### config.mk
export PLATFORM = sky130hd
export DESIGN_NAME = ssd_mux_driver
export DESIGN_NICKNAME = d
export VERILOG_FILES = /design/src/rtl/ssd_mux_driver_pkg.sv /design/src/rtl/ssd_scan_timer.sv /design/src/rtl/ssd_mux_driver.sv
export SDC_FILE = /design/constraint.sdc
export NUM_CORES = 1
export LEC_CHECK = 0
export CAP_MARGIN = 20
export CELL_PAD_IN_SITES_DETAIL_PLACEMENT = 1
export CELL_PAD_IN_SITES_GLOBAL_PLACEMENT = 2
export CORE_ASPECT_RATIO = 1.1
export CORE_MARGIN = 2
export CORE_UTILIZATION = 33
export DETAILED_ROUTE_END_ITERATION = 10
export GPL_TIMING_DRIVEN = 0
export PLACE_DENSITY = 0.9
export SETUP_SLACK_MARGIN = 0.5
export SYNTH_ARGS = -nofsm -noshare
export SYNTH_HDL_FRONTEND = slang
export SYNTH_SLANG_ARGS = --single-unit
### constraint.sdc
create_clock -name clk -period 3.5 [get_ports clk]
set_input_delay 0.7 -clock clk [delete_from_list [all_inputs] [get_ports clk]]
set_output_delay 0.7 -clock clk [all_outputs]
set_load 0.01 [all_outputs]
### src/rtl/ssd_mux_driver_pkg.sv
// ssd_defs: shared definitions for the multiplexed seven-segment driver.
//   SEG_BLANK    - all segments and DP dark (active-low)
//   scan_state_e - scan FSM encodings (blank / drive part of a digit slot)
//   SEG_HEX      - active-low segment patterns for hex digits 0..F
//   hex_to_seg   - lookup helper for SEG_HEX
package ssd_defs;

    localparam logic [7:0] SEG_BLANK = 8'hFF;

    typedef enum logic {
        ST_BLANK = 1'b0,
        ST_DRIVE = 1'b1
    } scan_state_e;

    localparam logic [7:0] SEG_HEX [16] = '{
        8'hC0, 8'hF9, 8'hA4, 8'hB0, 8'h99, 8'h92, 8'h82, 8'hF8,
        8'h80, 8'h90, 8'h88, 8'h83, 8'hC6, 8'hA1, 8'h86, 8'h8E
    };

    function automatic logic [7:0] hex_to_seg(input logic [3:0] v);
        return SEG_HEX[v];
    endfunction

endpackage

### src/rtl/ssd_scan_timer.sv
// ssd_scan_timer: slot/digit/frame timing for the multiplexed display.
//   clk, rst      - clock, synchronous active-high reset
//   slot_start    - high while the slot counter is 0 (snapshot point)
//   drive         - high while the scan FSM is in the drive part of a slot
//   frame_wrap    - pulse on the cycle where the digit index wraps to 0
//   idx           - digit currently being scanned
//   blink_phase   - toggles every BLINK_DIV frames; 1 = blinking digits dark
module ssd_scan_timer #(
    parameter int NUM_DIGITS   = 4,
    parameter int CLK_DIV      = 100000,
    parameter int BLANK_CYCLES = 16,
    parameter int BLINK_DIV    = 64,
    localparam int IDX_W = (NUM_DIGITS > 1) ? $clog2(NUM_DIGITS) : 1
) (
    input  logic             clk,
    input  logic             rst,
    output logic             slot_start,
    output logic             drive,
    output logic             frame_wrap,
    output logic [IDX_W-1:0] idx,
    output logic             blink_phase
);
    import ssd_defs::*;

    localparam int S_W = (CLK_DIV > 1) ? $clog2(CLK_DIV) : 1;
    localparam int F_W = (BLINK_DIV > 1) ? $clog2(BLINK_DIV) : 1;

    logic [S_W-1:0]   s_q, s_d;
    logic [IDX_W-1:0] idx_q, idx_d;
    logic [F_W-1:0]   frame_q, frame_d;
    logic             phase_q, phase_d;
    logic             slot_wrap;
    scan_state_e      state_q, state_d;

    always_comb begin
        slot_wrap  = (s_q == S_W'(CLK_DIV - 1));
        s_d        = slot_wrap ? '0 : s_q + 1'b1;
        idx_d      = idx_q;
        frame_d    = frame_q;
        phase_d    = phase_q;
        frame_wrap = 1'b0;
        if (slot_wrap) begin
            if (idx_q == IDX_W'(NUM_DIGITS - 1)) begin
                // with a single digit every slot wrap is also a frame wrap
                idx_d      = '0;
                frame_wrap = 1'b1;
                if (frame_q == F_W'(BLINK_DIV - 1)) begin
                    frame_d = '0;
                    phase_d = ~phase_q;
                end else begin
                    frame_d = frame_q + 1'b1;
                end
            end else begin
                idx_d = idx_q + 1'b1;
            end
        end
    end

    // state tracks the slot counter: it is DRIVE exactly when s >= BLANK_CYCLES
    always_comb begin
        state_d = state_q;
        case (state_q)
            ST_BLANK: if (int'(s_d) >= BLANK_CYCLES) state_d = ST_DRIVE;
            ST_DRIVE: if (slot_wrap && BLANK_CYCLES > 0) state_d = ST_BLANK;
            default:  state_d = ST_BLANK;
        endcase
    end

    always_ff @(posedge clk) begin
        if (rst) begin
            s_q     <= '0;
            idx_q   <= '0;
            frame_q <= '0;
            phase_q <= 1'b0;
            state_q <= ST_BLANK;
        end else begin
            s_q     <= s_d;
            idx_q   <= idx_d;
            frame_q <= frame_d;
            phase_q <= phase_d;
            state_q <= state_d;
        end
    end

    assign slot_start  = (s_q == '0);
    assign drive       = (state_q == ST_DRIVE);
    assign idx         = idx_q;
    assign blink_phase = phase_q;

endmodule

### src/rtl/ssd_mux_driver.sv
// ssd_mux_driver: time-multiplexed seven-segment display driver with
// anti-ghosting blanking, per-digit enable/blink and PWM brightness.
//   clk, rst    - clock, synchronous active-high reset
//   digits      - active-low segment patterns, digit 0 in bits [7:0]
//   digit_en    - per-digit enable (0 = dark)
//   blink_en    - per-digit blink enable (sampled at slot start)
//   brightness  - duty level 0..15, duty = (brightness+1)/16
//   cathode     - registered active-low segments + DP
//   anode       - registered active-low digit selects
module ssd_mux_driver #(
    parameter int NUM_DIGITS   = 4,
    parameter int CLK_DIV      = 100000,
    parameter int BLANK_CYCLES = 16,
    parameter int BLINK_DIV    = 64
) (
    input  logic                    clk,
    input  logic                    rst,
    input  logic [8*NUM_DIGITS-1:0] digits,
    input  logic [NUM_DIGITS-1:0]   digit_en,
    input  logic [NUM_DIGITS-1:0]   blink_en,
    input  logic [3:0]              brightness,
    output logic [7:0]              cathode,
    output logic [NUM_DIGITS-1:0]   anode
);
    import ssd_defs::*;

    localparam int IDX_W = (NUM_DIGITS > 1) ? $clog2(NUM_DIGITS) : 1;

    logic             slot_start;
    logic             drive;
    logic             unused_frame_wrap;
    logic             blink_phase;
    logic [IDX_W-1:0] idx;

    logic [3:0]            pwm_q;
    logic [7:0]            seg_q;
    logic                  blink_sel_q;
    logic [7:0]            cathode_d;
    logic [NUM_DIGITS-1:0] anode_d;

    ssd_scan_timer #(
        .NUM_DIGITS  (NUM_DIGITS),
        .CLK_DIV     (CLK_DIV),
        .BLANK_CYCLES(BLANK_CYCLES),
        .BLINK_DIV   (BLINK_DIV)
    ) u_timer (
        .clk        (clk),
        .rst        (rst),
        .slot_start (slot_start),
        .drive      (drive),
        .frame_wrap (unused_frame_wrap),
        .idx        (idx),
        .blink_phase(blink_phase)
    );

    // only one anode bit can ever be cleared, so at most one digit is lit
    always_comb begin
        anode_d   = '1;
        cathode_d = SEG_BLANK;
        if (drive) begin
            cathode_d = seg_q;
            if (digit_en[idx] && !(blink_sel_q && blink_phase) && (pwm_q <= brightness))
                anode_d[idx] = 1'b0;
        end
    end

    always_ff @(posedge clk) begin
        if (rst) begin
            anode       <= '1;
            cathode     <= SEG_BLANK;
            pwm_q       <= '0;
            seg_q       <= SEG_BLANK;
            blink_sel_q <= 1'b0;
        end else begin
            anode   <= anode_d;
            cathode <= cathode_d;
            pwm_q   <= pwm_q + 1'b1;
            // pattern and blink enable are frozen for the whole slot
            if (slot_start) begin
                seg_q       <= digits[{idx, 3'b000} +: 8];
                blink_sel_q <= blink_en[idx];
            end
        end
    end

endmodule

==> results of run 1 <==
## layer usage
metal | GRT usage | vias to the layer above | wire [um]
li1 | - | 1004 | -
met1 | 0.174 | 972 | 2480
met2 | 0.265 | 35 | 3050
met3 | 0.0320 | 6 | 271
met4 | 0.0346 | 0 | 54
met5 | 0 | - | 0
## logic make-up after synthesis
logic type               Yosys count
AO/OA/AOI/OAI                     24
XOR/XNOR                          23
adder cells (fa/ha/maj)           12
buffers and inverters             20
flip-flops                        52
multiplexers                      13
AND/OR/NAND/NOR                  111
## metrics by stage
| stage | power, W | hold slack [ps] | cells |
|---|---|---|---|
| after floorplan | 0.000708 | 402 | 255 |
| after global placement | 0.000773 | 408 | 398 |
| after detailed placement | 0.000778 | 416 | 398 |
| after CTS | 0.00118 | 439 | 406 |
| after global routing | 0.00122 | 469 | 406 |
| final | 0.00117 | 439 | 406 |
## power by group through the flow
| stage | Combinational, W | Clock (W) | Sequential [W] |
|---|---|---|---|
| CTS | 0.000142 | 0.000416 | 0.000624 |
| global placement | 0.000137 | 0 | 0.000636 |
| finish | 0.000139 | 0.000405 | 0.000623 |
| global route | 0.000154 | 0.000439 | 0.000627 |
| detailed placement | 0.000141 | 0 | 0.000637 |
| floorplan | 0.0000755 | 0 | 0.000633 |
## worst paths after layout
kind,end,start,slack (ps)
max,u_timer.blink_phase,u_timer.s_q[0],1230
min,cathode[2],seg_q[2],440
max reg2reg,u_timer.blink_phase,u_timer.s_q[0],1230
min reg2reg,cathode[2],seg_q[2],440
## critical path, stage by stage (launching register included)
cell	delay, ps
dfxtp_1	450
ha_1	260
nand4_2	180
or3_4	450
nor3_1	270
and4_1	340
xnor2_1	140
nor2_1	50
## layout make-up
class | count | area share
Multi-Input combinational cell | 183 | 0.419
Sequential cell | 52 | 0.317
Timing Repair Buffer | 56 | 0.170
Tap cell | 87 | 0.0331
Clock buffer | 6 | 0.0221
Buffer | 10 | 0.0171
Inverter | 10 | 0.0114
Clock inverter | 2 | 0.0107
## flip-flops by register name, summed over array words and instances (netlist names)
register / cells
u_timer.drive: 1
u_timer.frame_q: 6
pwm_q: 4
anode: 4
u_timer.idx: 2
seg_q: 8
u_timer.s_q: 17
blink_sel_q: 1
cathode: 8
u_timer.blink_phase: 1
## cells in the final DEF (no fill, tap or decap), types with 2 or more instances in the layout
cell type        count
a211o_1              8
a211oi_1             2
a21oi_1              5
a31oi_1              2
buf_2                3
buf_6                2
clkbuf_1             5
clkbuf_8             5
clkdlybuf4s50_1     56
dfxtp_1             52
ha_1                12
inv_1               10
mux2i_1              3
mux4_2              10
nand2_1             18
nand2b_1             9
nand3_1             13
nand4_1              3
nor2_1              32
nor2b_1             11
nor3_1               7
o21ai_0              3
or2_2                2
or3_1                2
xnor2_1             10
xor2_1              13
==> flow_summary.json, run 1 <==
{
  "outcome": "complete, no violations",
  "rsz0062_at_grt": "no",
  "num_antenna_cells": 0,
  "cts_hold_buf": 0,
  "synth_seq_cells": 52,
  "io_pins": 58,
  "synth-adder-area-share": 0.0598,
  "final_area_um2": 3290,
  "gp_congestion": 0.778,
  "synth.area.top_cells": "dfxtp_1, mux4_2, ha_1",
  "leakage_nw": 1.20,
  "nFillCells": 839,
  "cts_buffers": 5,
  "worst_setup_path_start_kind": "flop",
  "synthMuxAreaShare": 0.102,
  "clock-skew-final_ps": 7.02,
  "via_per_inst": 4.97,
  "grt.total_usage": 0.146,
  "synthFlopType": "dfxtp_1",
  "async_reset_ff_frac": 0,
  "synthesis.nets": 313,
  "dp_slack_ps": 980,
  "placed_area_um2": 3180,
  "cts_tree": "yes",
  "combPwrFrac": 0.119,
  "yosys.area.top_type": "dfxtp_1",
  "maxCapViolCount": 0,
  "intPower_w": 0.000914,
  "postCtsSetupBuffers": 0,
  "reg2reg_depth": 7,
  "slew-limit-headroom": 0.507,
  "p_per_area_nw_per_um2": 355,
  "worstPathMaxFanout": 6,
  "start_util": 0.338,
  "multiInputGateArea_um2": 1380,
  "grt_max_degree": 16,
  "port_buffers": 56,
  "finalCritPeriodShare": 0.649,
  "drt_iter0_markers": 46,
  "cts_max_path_buffers": 2,
  "dieArea_um2": 8320,
  "crit_type": "reg -> reg",
  "root_buffer": "clkbuf_8",
  "postRouteAntennaNets": 0,
  "dp_hpwl_um": 4580,
  "swShare": 0.218,
  "power.switching_w": 0.000254,
  "grt_pass1_wl_um": 9650,
  "hp-class": "reg -> reg",
  "fin_util": 0.442,
  "slew_violations": 0,
  "ys_warn_count": 0,
  "postCtsResizedCells": 0,
  "synth_area_um2": 2510,
  "synth_compound_area_frac": 0.0678,
  "hold_viol_final": 0,
  "firstDrtPassIters": 4,
  "vdd_drop_max_mv": 0.185,
  "vias": 2017,
  "syn_area_per_cell_um2": 9.85,
  "yosysMostFrequentCell": "dfxtp_1",
  "synth_top_family_by_area": "simple AND/OR/NAND/NOR gates",
  "holdPathStages": 1,
  "core-area_um2": 7430,
  "die_w_um": 87.2,
  "seqPwrFrac": 0.534,
  "cts_num_sinks": 52,
  "finalSetupViolCount": 0,
  "num_rows": 33,
  "wl_per_cell_um": 14.4,
  "regArea_um2": 1040,
  "nNetsFinal": 376,
  "synth_cells": 255,
  "routed_wirelength_um": 5860,
  "synth_enable_flop_cells": 0,
  "grt_pass1_vias": 2088,
  "fmax_mhz": 440,
  "layout-drive-gt1-share": 0.100,
  "yosys-top-cells-count": "dfxtp_1, nor2_1, nand2_1, nand3_1, xor2_1",
  "required_ps": 3690,
  "htree_levels": 2,
  "fin_ws_ps": 1230,
  "tns_ps": 0,
  "clock_latency_ps": 300,
  "antenna_found_initial": 0,
  "clk_pin_slew_ps": 90,
  "drcViolationCount": 0,
  "ys_seq_area_frac": 0.415,
  "die_y_um": 95.5,
  "period_needed_ps": 2270,
  "grt_overflow_total": 0,
  "syn_to_final_growth_pct": 30.9,
  "tightest_slew_ps": 739,
  "ys_types": 43,
  "endpoint_kind": "flop",
  "arrival_ps": 2460,
  "synthXorXnorAreaFrac": 0.0802,
  "synthSimpleGateAreaFrac": 0.239,
  "clock_power_share": 0.347,
  "synth_top_area_frac": 0.415
}
Power figures use the tool's default switching activity.
==> run 2, diff against run 1 <==
--- a/config.mk
+++ b/config.mk
@@ -10,10 +10,10 @@
 export CELL_PAD_IN_SITES_GLOBAL_PLACEMENT = 2
 export CORE_ASPECT_RATIO = 1.1
 export CORE_MARGIN = 2
-export CORE_UTILIZATION = 33
+export CORE_UTILIZATION = 30
 export DETAILED_ROUTE_END_ITERATION = 10
 export GPL_TIMING_DRIVEN = 0
-export PLACE_DENSITY = 0.9
+export PLACE_DENSITY = 0.83
 export SETUP_SLACK_MARGIN = 0.5
 export SYNTH_ARGS = -nofsm -noshare
 export SYNTH_HDL_FRONTEND = slang
==> constraint.sdc (replaced) <==
create_clock -name clk -period 2.36 [get_ports clk]
set_input_delay 0.472 -clock clk [delete_from_list [all_inputs] [get_ports clk]]
set_output_delay 0.472 -clock clk [all_outputs]
set_load 0.01 [all_outputs]
==> flow_summary.json, run 2 (same netlist as run 1, synthesis figures left out) <==
{
  "grt_pass1_wl_um": 11000,
  "cts_buffers": 5,
  "clk_pin_slew_ps": 90,
  "holdPathStages": 1,
  "vdd_drop_max_mv": 0.278,
  "reg2reg_depth": 7,
  "wl_per_cell_um": 15.0,
  "endpoint_kind": "flop",
  "crit_type": "reg -> reg",
  "worstPathMaxFanout": 6,
  "firstDrtPassIters": 4,
  "layout-drive-gt1-share": 0.212,
  "wl_met3_um": 237,
  "dp_hpwl_um": 4800,
  "slew-limit-headroom": 0.626,
  "nNetsFinal": 387,
  "routed_wirelength_um": 6610,
  "via_per_inst": 4.66,
  "grt_overflow_total": 0,
  "rsz0062_at_grt": "yes",
  "route.met2.wl_um": 3500,
  "finalSetupViolCount": 0,
  "r2r_end": "seg_q[4]",
  "start_util": 0.305,
  "vias": 2053,
  "min_to": "cathode[4]",
  "cts_tree": "yes",
  "io_pins": 58,
  "cts_num_sinks": 52,
  "top_register": "u_timer.s_q",
  "gp_congestion": 0.708,
  "port_buffers": 56,
  "final_common_cell": "clkdlybuf4s50_1",
  "postRouteAntennaNets": 0,
  "die_w_um": 91.2,
  "slew_violations": 0,
  "hold_viol_final": 0,
  "num_rows": 35,
  "outcome": "complete, no violations",
  "highest_layer": "met4",
  "largest_registers": "u_timer.s_q x17, cathode x8, seg_q x8",
  "syn_to_final_growth_pct": 42.0,
  "num_antenna_cells": 0,
  "finalCritPeriodShare": 0.828,
  "cts_hold_buf": 0,
  "fmax_mhz": 512,
  "clock_latency_ps": 310,
  "timing.rr.start": "u_timer.s_q[0]",
  "arrival_ps": 2160,
  "grt_max_degree": 17,
  "die_y_um": 100,
  "placed_area_um2": 3230,
  "wl_met1_um": 2790,
  "worst_setup_path_start_kind": "flop",
  "tns_ps": 0,
  "drt_iter0_markers": 70,
  "p_per_area_nw_per_um2": 486,
  "required_ps": 2560,
  "tightest_slew_ps": 560,
  "drcViolationCount": 0,
  "cts_max_path_buffers": 2,
  "leakage_nw": 1.30,
  "period_needed_ps": 1950,
  "htree_levels": 2,
  "antenna_found_initial": 0,
  "maxCapViolCount": 0,
  "hp-class": "reg -> reg",
  "grt.total_usage": 0.151,
  "final_area_um2": 3570,
  "final_cell_mix": "clkdlybuf4s50_1, dfxtp_1, nor2_1",
  "largest_reg_flops": 17,
  "whs_ps": 441,
  "root_buffer": "clkbuf_8",
  "r2r_setup_slack_ps": 410,
  "hold_start": "seg_q[4]",
  "dieArea_um2": 9120,
  "grt_pass1_vias": 2251,
  "core-area_um2": 8230,
  "clock-skew-final_ps": 8.89
}
[run 2: worst max-delay path, stage by stage, from the launching register on]
cell and delay (ps):
dfxtp_4 380, inv_2 70, ha_4 120, or4b_4 460, nor4_4 340, buf_4 210
nor2b_1 50, a211o_1 220
[run 2: per-stage QoR]
stage	util	total power, W	setup slack [ps]	instances
final	0.433	0.00173	407	441
after floorplan	-	0.00105	526	255
after global routing	0.433	0.00182	319	441
after detailed placement	0.392	0.00116	56.7	422
after CTS	0.422	0.00174	394	439
after global placement	0.392	0.00115	118	422
[run 2: how the worst max path moves through the flow]
stage                   startpoint  depth (start not counted)                 end  slack [ps]
CTS                 u_timer.s_q[1]                          7            seg_q[4]         390
finish              u_timer.s_q[0]                          7            seg_q[4]         410
floorplan           u_timer.s_q[1]                          7  u_timer.frame_q[3]         530
global placement     brightness[1]                          9            anode[3]         120
detailed placement   brightness[1]                          9            anode[0]          60
global route        u_timer.s_q[0]                          7            seg_q[4]         320
[run 2: power by group]
group	switching (W)	internal (W)	total, W
Clock	0.000312	0.000239	0.000551
Combinational	0.0000887	0.000166	0.000255
Sequential	0.0000216	0.000906	0.000927
Total	0.000422	0.00131	0.00173
[run 2: cell type report]
| class | count | area, um2 |
|---|---|---|
| tap | 111 | 139 |
| clock inverter | 2 | 13.8 |
| sequential | 52 | 1050 |
| timing repair buffer | 67 | 664 |
| inverter | 10 | 40.0 |
| fill | 973 | 4670 |
| buffer | 10 | 75.1 |
| multi-input combinational | 183 | 1500 |
| clock buffer | 6 | 82.6 |
[run 2: metal layers]
layer / global-route usage / vias up
met5: 0 / -
met4: 0.0385 / 0
met3: 0.0338 / 8
met2: 0.287 / 36
met1: 0.169 / 976
li1: - / 1033
[run 2: timing repair]
item	in CTS	in global routing
pin swaps	15	8
buffers inserted	9	1
gates resized for setup	23	14
setup endpoints to repair	29	32
gates cloned	0	1
==> run 3, diff against run 2 <==
--- a/config.mk
+++ b/config.mk
@@ -10,10 +10,10 @@
 export CELL_PAD_IN_SITES_GLOBAL_PLACEMENT = 2
 export CORE_ASPECT_RATIO = 1.1
 export CORE_MARGIN = 2
-export CORE_UTILIZATION = 30
+export CORE_UTILIZATION = 27
 export DETAILED_ROUTE_END_ITERATION = 10
 export GPL_TIMING_DRIVEN = 0
-export PLACE_DENSITY = 0.83
+export PLACE_DENSITY = 0.79
 export SETUP_SLACK_MARGIN = 0.5
 export SYNTH_ARGS = -nofsm -noshare
 export SYNTH_HDL_FRONTEND = slang
==> constraint.sdc (replaced) <==
create_clock -name clk -period 1.7 [get_ports clk]
set_input_delay 0.34 -clock clk [delete_from_list [all_inputs] [get_ports clk]]
set_output_delay 0.34 -clock clk [all_outputs]
set_load 0.01 [all_outputs]
==> flow_summary.json, run 3 (same netlist as run 1, synthesis figures left out) <==
{
  "finalPower_w": 0.00246,
  "htree_levels": 2,
  "slew-limit-headroom": 0.621,
  "vdd_drop_max_mv": 0.358,
  "cts_hold_buf": 0,
  "die_y_um": 105,
  "cts_num_sinks": 52,
  "fin_util": 0.434,
  "timing.rr.start": "u_timer.s_q[1]",
  "hold_viol_final": 0,
  "p_per_area_nw_per_um2": 633,
  "start_util": 0.280,
  "finalSetupViolCount": 34,
  "grt_overflow_total": 0,
  "intPower_w": 0.00183,
  "multiInputGateArea_um2": 1660,
  "min_to": "pwm_q[1]",
  "layout-drive-gt1-share": 0.391,
  "leakage_nw": 1.41,
  "arrival_ps": 2200,
  "finalCritPeriodShare": 1.17,
  "num_rows": 36,
  "r2r_setup_slack_ps": -280,
  "dieArea_um2": 10100,
  "clock-skew-final_ps": 9.81,
  "vias": 2188,
  "rsz0062_at_grt": "yes",
  "holdPathStages": 2,
  "die_w_um": 96.0,
  "cts_tree": "yes",
  "combPwrFrac": 0.169,
  "hp-class": "in -> reg",
  "seqPwrFrac": 0.521,
  "clk_pin_slew_ps": 100,
  "violations": "setup timing",
  "outcome": "finished with violations",
  "regArea_um2": 1060,
  "crit_type": "reg -> reg",
  "drt_iter0_markers": 33,
  "final_common_cell": "dfxtp_1",
  "routed_wirelength_um": 6910,
  "largest_reg_flops": 17,
  "whs_ps": 417,
  "nNetsFinal": 405,
  "clock_latency_ps": 310,
  "power.switching_w": 0.000629,
  "worst_setup_path_start_kind": "flop",
  "maxCapViolCount": 0,
  "drcViolationCount": 0,
  "slew_violations": 0,
  "hold_start": "rst",
  "endpoint_kind": "flop",
  "antenna_found_initial": 0,
  "firstDrtPassIters": 4,
  "required_ps": 1920,
  "root_buffer": "clkbuf_8",
  "grt.total_usage": 0.138,
  "syn_to_final_growth_pct": 55.0,
  "cts_buffers": 5,
  "reg2reg_depth": 11,
  "fin_ws_ps": -282,
  "swShare": 0.255,
  "cts_max_path_buffers": 2,
  "nFillCells": 1011,
  "r2r_end": "u_timer.s_q[0]",
  "final_cell_mix": "dfxtp_1, clkdlybuf4s50_1, buf_4",
  "top_register": "u_timer.s_q",
  "postRouteAntennaNets": 0,
  "core-area_um2": 8960,
  "fmax_mhz": 505,
  "dp_hpwl_um": 4680,
  "gp_congestion": 0.809,
  "clock_power_share": 0.310,
  "via_per_inst": 4.74,
  "io_pins": 58,
  "grt_pass1_wl_um": 11000,
  "period_needed_ps": 1980,
  "wl_per_cell_um": 14.9,
  "worstPathMaxFanout": 5,
  "grt_pass1_vias": 2291,
  "port_buffers": 56,
  "largest_registers": "u_timer.s_q x17, cathode x8, seg_q x8",
  "grt_max_degree": 19,
  "tightest_slew_ps": 568,
  "num_antenna_cells": 0
}
-- run 3: changes by cell type in the layout (fill, tap and decap cells not counted), moves of 3 or more --
cell and change:
buf_12 +3, buf_2 +12, buf_4 +8, buf_6 +6
clkdlybuf4s50_1 -14, dfxtp_1 -4, dfxtp_2 +3, nor2_1 -14
nor2_2 +11, nor2_4 +3
-- run 3: worst max-delay path by stage --
stage	from	endpoint	cells after the start
floorplan	u_timer.s_q[0]	seg_q[7]	7
global placement	u_timer.s_q[8]	seg_q[7]	6
detailed placement	u_timer.s_q[8]	seg_q[7]	6
CTS	u_timer.s_q[1]	seg_q[2]	7
global route	u_timer.s_q[1]	seg_q[1]	7
finish	u_timer.s_q[1]	u_timer.s_q[0]	11
-- run 3: power by group through the flow --
stage          clock [W]  combinational [W]  sequential, W
2_1_floorplan          0           0.000165        0.00131
3_3_place_gp           0           0.000296        0.00131
3_5_place_dp           0           0.000306        0.00131
4_1_cts         0.000786           0.000409        0.00128
5_1_grt         0.000842           0.000455        0.00129
6_report        0.000763           0.000418        0.00128
-- run 3: through the flow --
step | cells | setup slack (ps) | area [um2] | TNS, ps
detailed placement | 425 | -486 | 3280 | -7980
finish | 462 | -282 | 3890 | -7240
global placement | 425 | -488 | 3280 | -7380
floorplan | 255 | -123 | 2580 | -395
CTS | 461 | -277 | 3790 | -7180
global route | 462 | -358 | 3890 | -9560
-- run 3: what timing repair did --
action | CTS | global route
pin swaps | 21 | 9
resized for setup | 102 | 27
buffers inserted | 27 | 1
setup endpoints to repair | 58 | 41
hold endpoints to repair | 0 | 0
gates cloned | 1 | 0
-- run 3: area by class of cell --
| class | count | share of cell area |
|---|---|---|
| Buffer | 10 | 0.0193 |
| Clock buffer | 5 | 0.0177 |
| Clock inverter | 3 | 0.00707 |
| Inverter | 10 | 0.0116 |
| Multi-Input combinational cell | 183 | 0.428 |
| Sequential cell | 52 | 0.272 |
| Tap cell | 114 | 0.0367 |
| Timing Repair Buffer | 85 | 0.208 |
-- run 3: critical path, cell delays in order (launching register included) --
cell and delay (ps):
dfxtp_4 380, buf_12 100, ha_4 140, nand4_4 110, or3_4 390, nor2_4 160
buf_6 120, or2_4 100, buf_6 110, buf_12 110, buf_8 120, nor2_1 40
-- run 3: metal layers --
metal  vias to the layer above  share of wire  GRT usage
li1                       1068              -          -
met4                         0          0.019     0.0388
met5                         -              0          0
met3                        13          0.048     0.0296
met1                      1063           0.40      0.156
met2                        44           0.53      0.253
==> RTL change 1, RTL diff (config.mk and constraints of run 2) <==
Remove the register `cathode`: a continuous assignment takes its place, so the output `cathode` follows one clock earlier. Comments in the files are not updated.
--- a/src/rtl/ssd_mux_driver.sv
+++ b/src/rtl/ssd_mux_driver.sv
@@ -69,3 +69,2 @@
             anode       <= '1;
-            cathode     <= SEG_BLANK;
             pwm_q       <= '0;
@@ -75,3 +74,2 @@
             anode   <= anode_d;
-            cathode <= cathode_d;
             pwm_q   <= pwm_q + 1'b1;
@@ -85,2 +83,4 @@
 
+    assign cathode = cathode_d;
+
 endmodule
Function: same outputs for any inputs over 10 cycles, from zero or initial values and one cycle with rst high; that may be too few to reach the edited logic, so the function may still have changed.
==> RTL change 1 against run 2 <==
Final area is 6.5% higher. Combinational power is 9.4% lower. Via count is 14% higher. Wire length is 9.9% higher. Total power is 13% lower. Synthesized area is 1.0% higher. First-iteration DRC count is 21% lower. Critical path depth is 1 lower. Sequential cell count is 8 lower. Synthesized cell count is 5.9% higher. Cell count is 8.4% higher. Setup slack worse by 0.22 ns. Critical endpoint is now seg_q[2]. Largest power group unchanged.
==> RTL change 1: results (changes against run 2) <==
Synth Net Count=328 (was 313); Largest stage delay, worst path=0.51 ns (was 0.46 ns); WL/cell=15.2 um (was 15.0 um); Comb group=231 uW (was 255 uW); required time worst endpoint=2.55 ns (was 2.56 ns); total global-route track usage=0.160 (was 0.151); met2 Use GR=0.295 (was 0.287); min Tclk post-route=2.18 ns (was 1.95 ns); largest net degree at the start of global routing=14 (was 17); Global Route met3 Usage=0.0300 (was 0.0338); first-pass GRT wire length=11.8 mm (was 11.0 mm); Slew Limit Headroom=0.669 (was 0.626); Root Buffer=clkbuf_8 (unchanged); post-synthesis cell count=270 (was 255); Min-Delay Endpoint=u_timer.s_q[0] (was cathode[4]); Worst Reg-to-Reg Cells=6 (was 7); met1 Usage GRT=0.190 (was 0.169); FF-to-FF Start=u_timer.s_q[16] (was u_timer.s_q[0]); nets@finish=424 (was 387); CP max stage cell=or4_4 (was or4b_4); Seq pwr share=0.519 (was 0.535); met2 WL=3.93 mm (was 3.50 mm); Worst Setup SP=u_timer.s_q[16] (was u_timer.s_q[0]); post-synthesis sequential area ratio=0.347 (was 0.415); VDD IR-drop max=0.184 mV (was 0.278 mV); Detailed Place HPWL=5.08 mm (was 4.80 mm); share of layout cells above drive strength 1=0.283 (was 0.212); Via density=4.88 (was 4.66); Net Sw Frac=0.238 (was 0.244); Comb pwr share=0.153 (was 0.147); post-place setup slack=-0.227 ns (was 0.0567 ns); Unique masters post-synth=50 (was 43); Hold WS=0.453 ns (was 0.441 ns); DP Area=0.00329 sq mm (was 0.00323 sq mm); Worst Hold Launch=u_timer.s_q[0] (was seg_q[4]); clock skew=0.00797 ns (was 0.00889 ns); flop2flop setup slack=0.18 ns (was 0.41 ns); run status=complete, no violations (unchanged); DRT met1 WL=3.01 mm (was 2.79 mm); drt initial violations=55 (was 70); ys async rst share=0 (unchanged); Largest regs=u_timer.s_q x17, seg_q x8, u_timer.frame_q x6 (was u_timer.s_q x17, cathode x8, seg_q x8); Finished Layout Cells=478 (was 441); top post-synthesis cells by area=dfxtp_1 35%, mux4_2 8.0%, ha_1 5.9% (was dfxtp_1 41%, mux4_2 9.0%, ha_1 6.0%); Final Wtd Congestion=0.803 (was 0.708); placed insts=438 (was 422); Critical Path Fanout Max=7 (was 6); Crit Reg-Reg Endpoint=seg_q[2] (was seg_q[4]); synth cell count leaders=44 x dfxtp_1, 28 x nor2_1, 17 x nand2_1 (was 52 x dfxtp_1, 32 x nor2_1, 18 x nand2_1); Lkg Pwr=0.00143 uW (was 0.00130 uW); IO Port Bufs=57 (was 56); vias in the first global route=2405 (was 2251); clock latency on the worst-skew pair=around 0.30 ns; met3 wire length=238 um (was 237 um); Warnings, synthesis=0 (unchanged)
-- RTL change 1: cell count changes in the layout (fill, tap and decap cells not counted), moves of 5 or more --
cell / before / now
clkdlybuf4s50_1: 56 / 48
nor3_1: 6 / 1
buf_6: 4 / 9
dlygate4sd2_1: 0 / 9
buf_4: 9 / 31
dfxtp_1: 47 / 32
-- RTL change 1: cell type report --
type,count,area (sq um)
flip-flops and latches,44,908
fillers,936,4480
multi-input cells,199,1640
repair buffers,89,818
clock inverters,2,10.0
plain buffers,15,151
inverters,12,45.0
clock buffers,6,82.6
well taps,111,139
-- RTL change 1: what timing repair did --
item                       in CTS  in global routing
cloned                          0                  0
buffers inserted               23                  9
pin swaps                      25                 12
resized for setup              47                 20
setup endpoints to repair      42                 29
hold buffers                    0                  0
-- RTL change 1: kinds of logic after synthesis --
kind of cell	count (synthesis)	share of synthesized area
flops	44	0.347
fa+ha+maj	12	0.0592
simple gates	119	0.260
mux	11	0.0942
compound gates	34	0.0957
xor+xnor	23	0.0794
buf+inv	27	0.0641
==> RTL change 2, RTL diff (config.mk and constraints of run 2) <==
Made on the original files. `NUM_DIGITS` is set to 4 in 2 places; all go to 16.
--- a/src/rtl/ssd_scan_timer.sv
+++ b/src/rtl/ssd_scan_timer.sv
@@ -8,3 +8,3 @@
 module ssd_scan_timer #(
-    parameter int NUM_DIGITS   = 4,
+    parameter int NUM_DIGITS   = 16,
     parameter int CLK_DIV      = 100000,
--- a/src/rtl/ssd_mux_driver.sv
+++ b/src/rtl/ssd_mux_driver.sv
@@ -10,3 +10,3 @@
 module ssd_mux_driver #(
-    parameter int NUM_DIGITS   = 4,
+    parameter int NUM_DIGITS   = 16,
     parameter int CLK_DIV      = 100000,
Interface: changed (resized anode, blink_en, digit_en and digits); port bits go from 58 to 190. No check against the original RTL was run, so the function may have changed too.
==> RTL change 2 against run 2 <==
Via count is 97% higher. Synthesized area is 65% higher. Utilization up 8.6 points. Total power grew 81%. Sequential share of layout area shrank 11 points. Final area increased by 99%. Worst hold slack got worse by 0.089 ns. Combinational power rose by 100%. Setup slack got worse by 0.019 ns. Sequential cell count grew 14. First-iteration DRC count increased by 110%. Wire length grew 140%.
==> RTL change 2: results (changes against run 2) <==
clock network area share=0.0462 (was 0.0270); Critical Path AT=2.18 ns (was 2.16 ns); synth cell count leaders=66 x dfxtp_1, 37 x mux4_2, 31 x nor2_1 (was 52 x dfxtp_1, 32 x nor2_1, 18 x nand2_1); Worst Reg-to-Reg Cells=6 (was 7); nets@finish=781 (was 387); Compound-Gate Fraction of Synth Area=0.0636 (was 0.0678); total global-route track usage=0.217 (was 0.151); met3 wire length=1.32 mm (was 237 um); Lkg Pwr=0.00254 uW (was 0.00130 uW); Hold WS=0.353 ns (was 0.441 ns); Largest regs=u_timer.s_q x17, anode x16 (was u_timer.s_q x17, cathode x8, seg_q x8); Global Route met3 Usage=0.0750 (was 0.0338); clock buffers=10 (was 6); CP max stage cell=mux4_2 (was or4b_4); Critical Path Fanout Max=5 (was 6); post-place setup slack=-0.119 ns (was 0.0567 ns); Final Wtd Congestion=0.843 (was 0.708); first-pass GRT wire length=24.4 mm (was 11.0 mm); Routed Wire Length=15.8 mm (was 6.61 mm); Worst-path clk slew=0.06 ns (was 0.09 ns); delay-heaviest family, CP=multiplexers (was simple AND/OR/NAND/NOR gates); worst hold-check path type=primary input to flop (was flop to flop); H-tree levels=3 (was 2); Filler cells=1473 (was 973); clock latency on the worst-skew pair=0.33 ns (was 0.31 ns); Slew Limit Headroom=0.624 (was 0.626); run status=complete, no violations (unchanged); Yosys reg bits=66 (was 52); met2 Use GR=0.384 (was 0.287); Crit Reg-Reg Endpoint=seg_q[0] (was seg_q[4]); Vias=4035 (was 2053); Detailed Place HPWL=12.3 mm (was 4.80 mm); clock skew=0.00548 ns (was 0.00889 ns); Inverters, non-clock=23 (was 10); post-synthesis sequential area ratio=0.318 (was 0.415); Non-CTS buffers=244 (was 77); drt initial violations=145 (was 70); NonClk Buf Share=0.348 (was 0.207); share of layout cells above drive strength 1=0.258 (was 0.212); top post-synthesis cells by area=dfxtp_1 32%, mux4_2 20%, mux4_1 7.0% (was dfxtp_1 41%, mux4_2 9.0%, ha_1 6.0%); largest net degree at the start of global routing=13 (was 17); Worst Hold Launch=rst (was seg_q[4]); fraction of area in registers=0.188 (was 0.295)
==> RTL change 2: power breakdown <==
group / switching, uW / internal (uW) / leakage [uW]
sequential: 20.9 / 1140 / 0.000539
combinational: 144 / 365 / 0.00184
clock: 509 / 955 / 0.000155
==> RTL change 2: through the flow <==
step	cells	instance area (sq um)
global route	796	7100
CTS	787	6890
floorplan	378	4180
detailed placement	754	6290
finish	796	7100
global placement	754	6290
==> RTL change 2: worst max path at each step <==
stage,endpoint,slack [ns],startpoint,cells after the start
floorplan,anode[2],0.50,brightness[1],8
global placement,anode[2],-0.1,brightness[1],9
detailed placement,anode[2],-0.12,brightness[1],9
CTS,seg_q[5],0.41,u_timer.idx[0],6
global route,seg_q[0],0.36,u_timer.idx[0],6
finish,seg_q[0],0.39,u_timer.idx[0],6
==> RTL change 2: timing repair <==
item / CTS / global route
pin swaps: 6 / 12
cloned: 2 / 3
setup buffers: 15 / 6
endpoints found under the setup margin: 54 / 44
gates resized for setup: 41 / 35
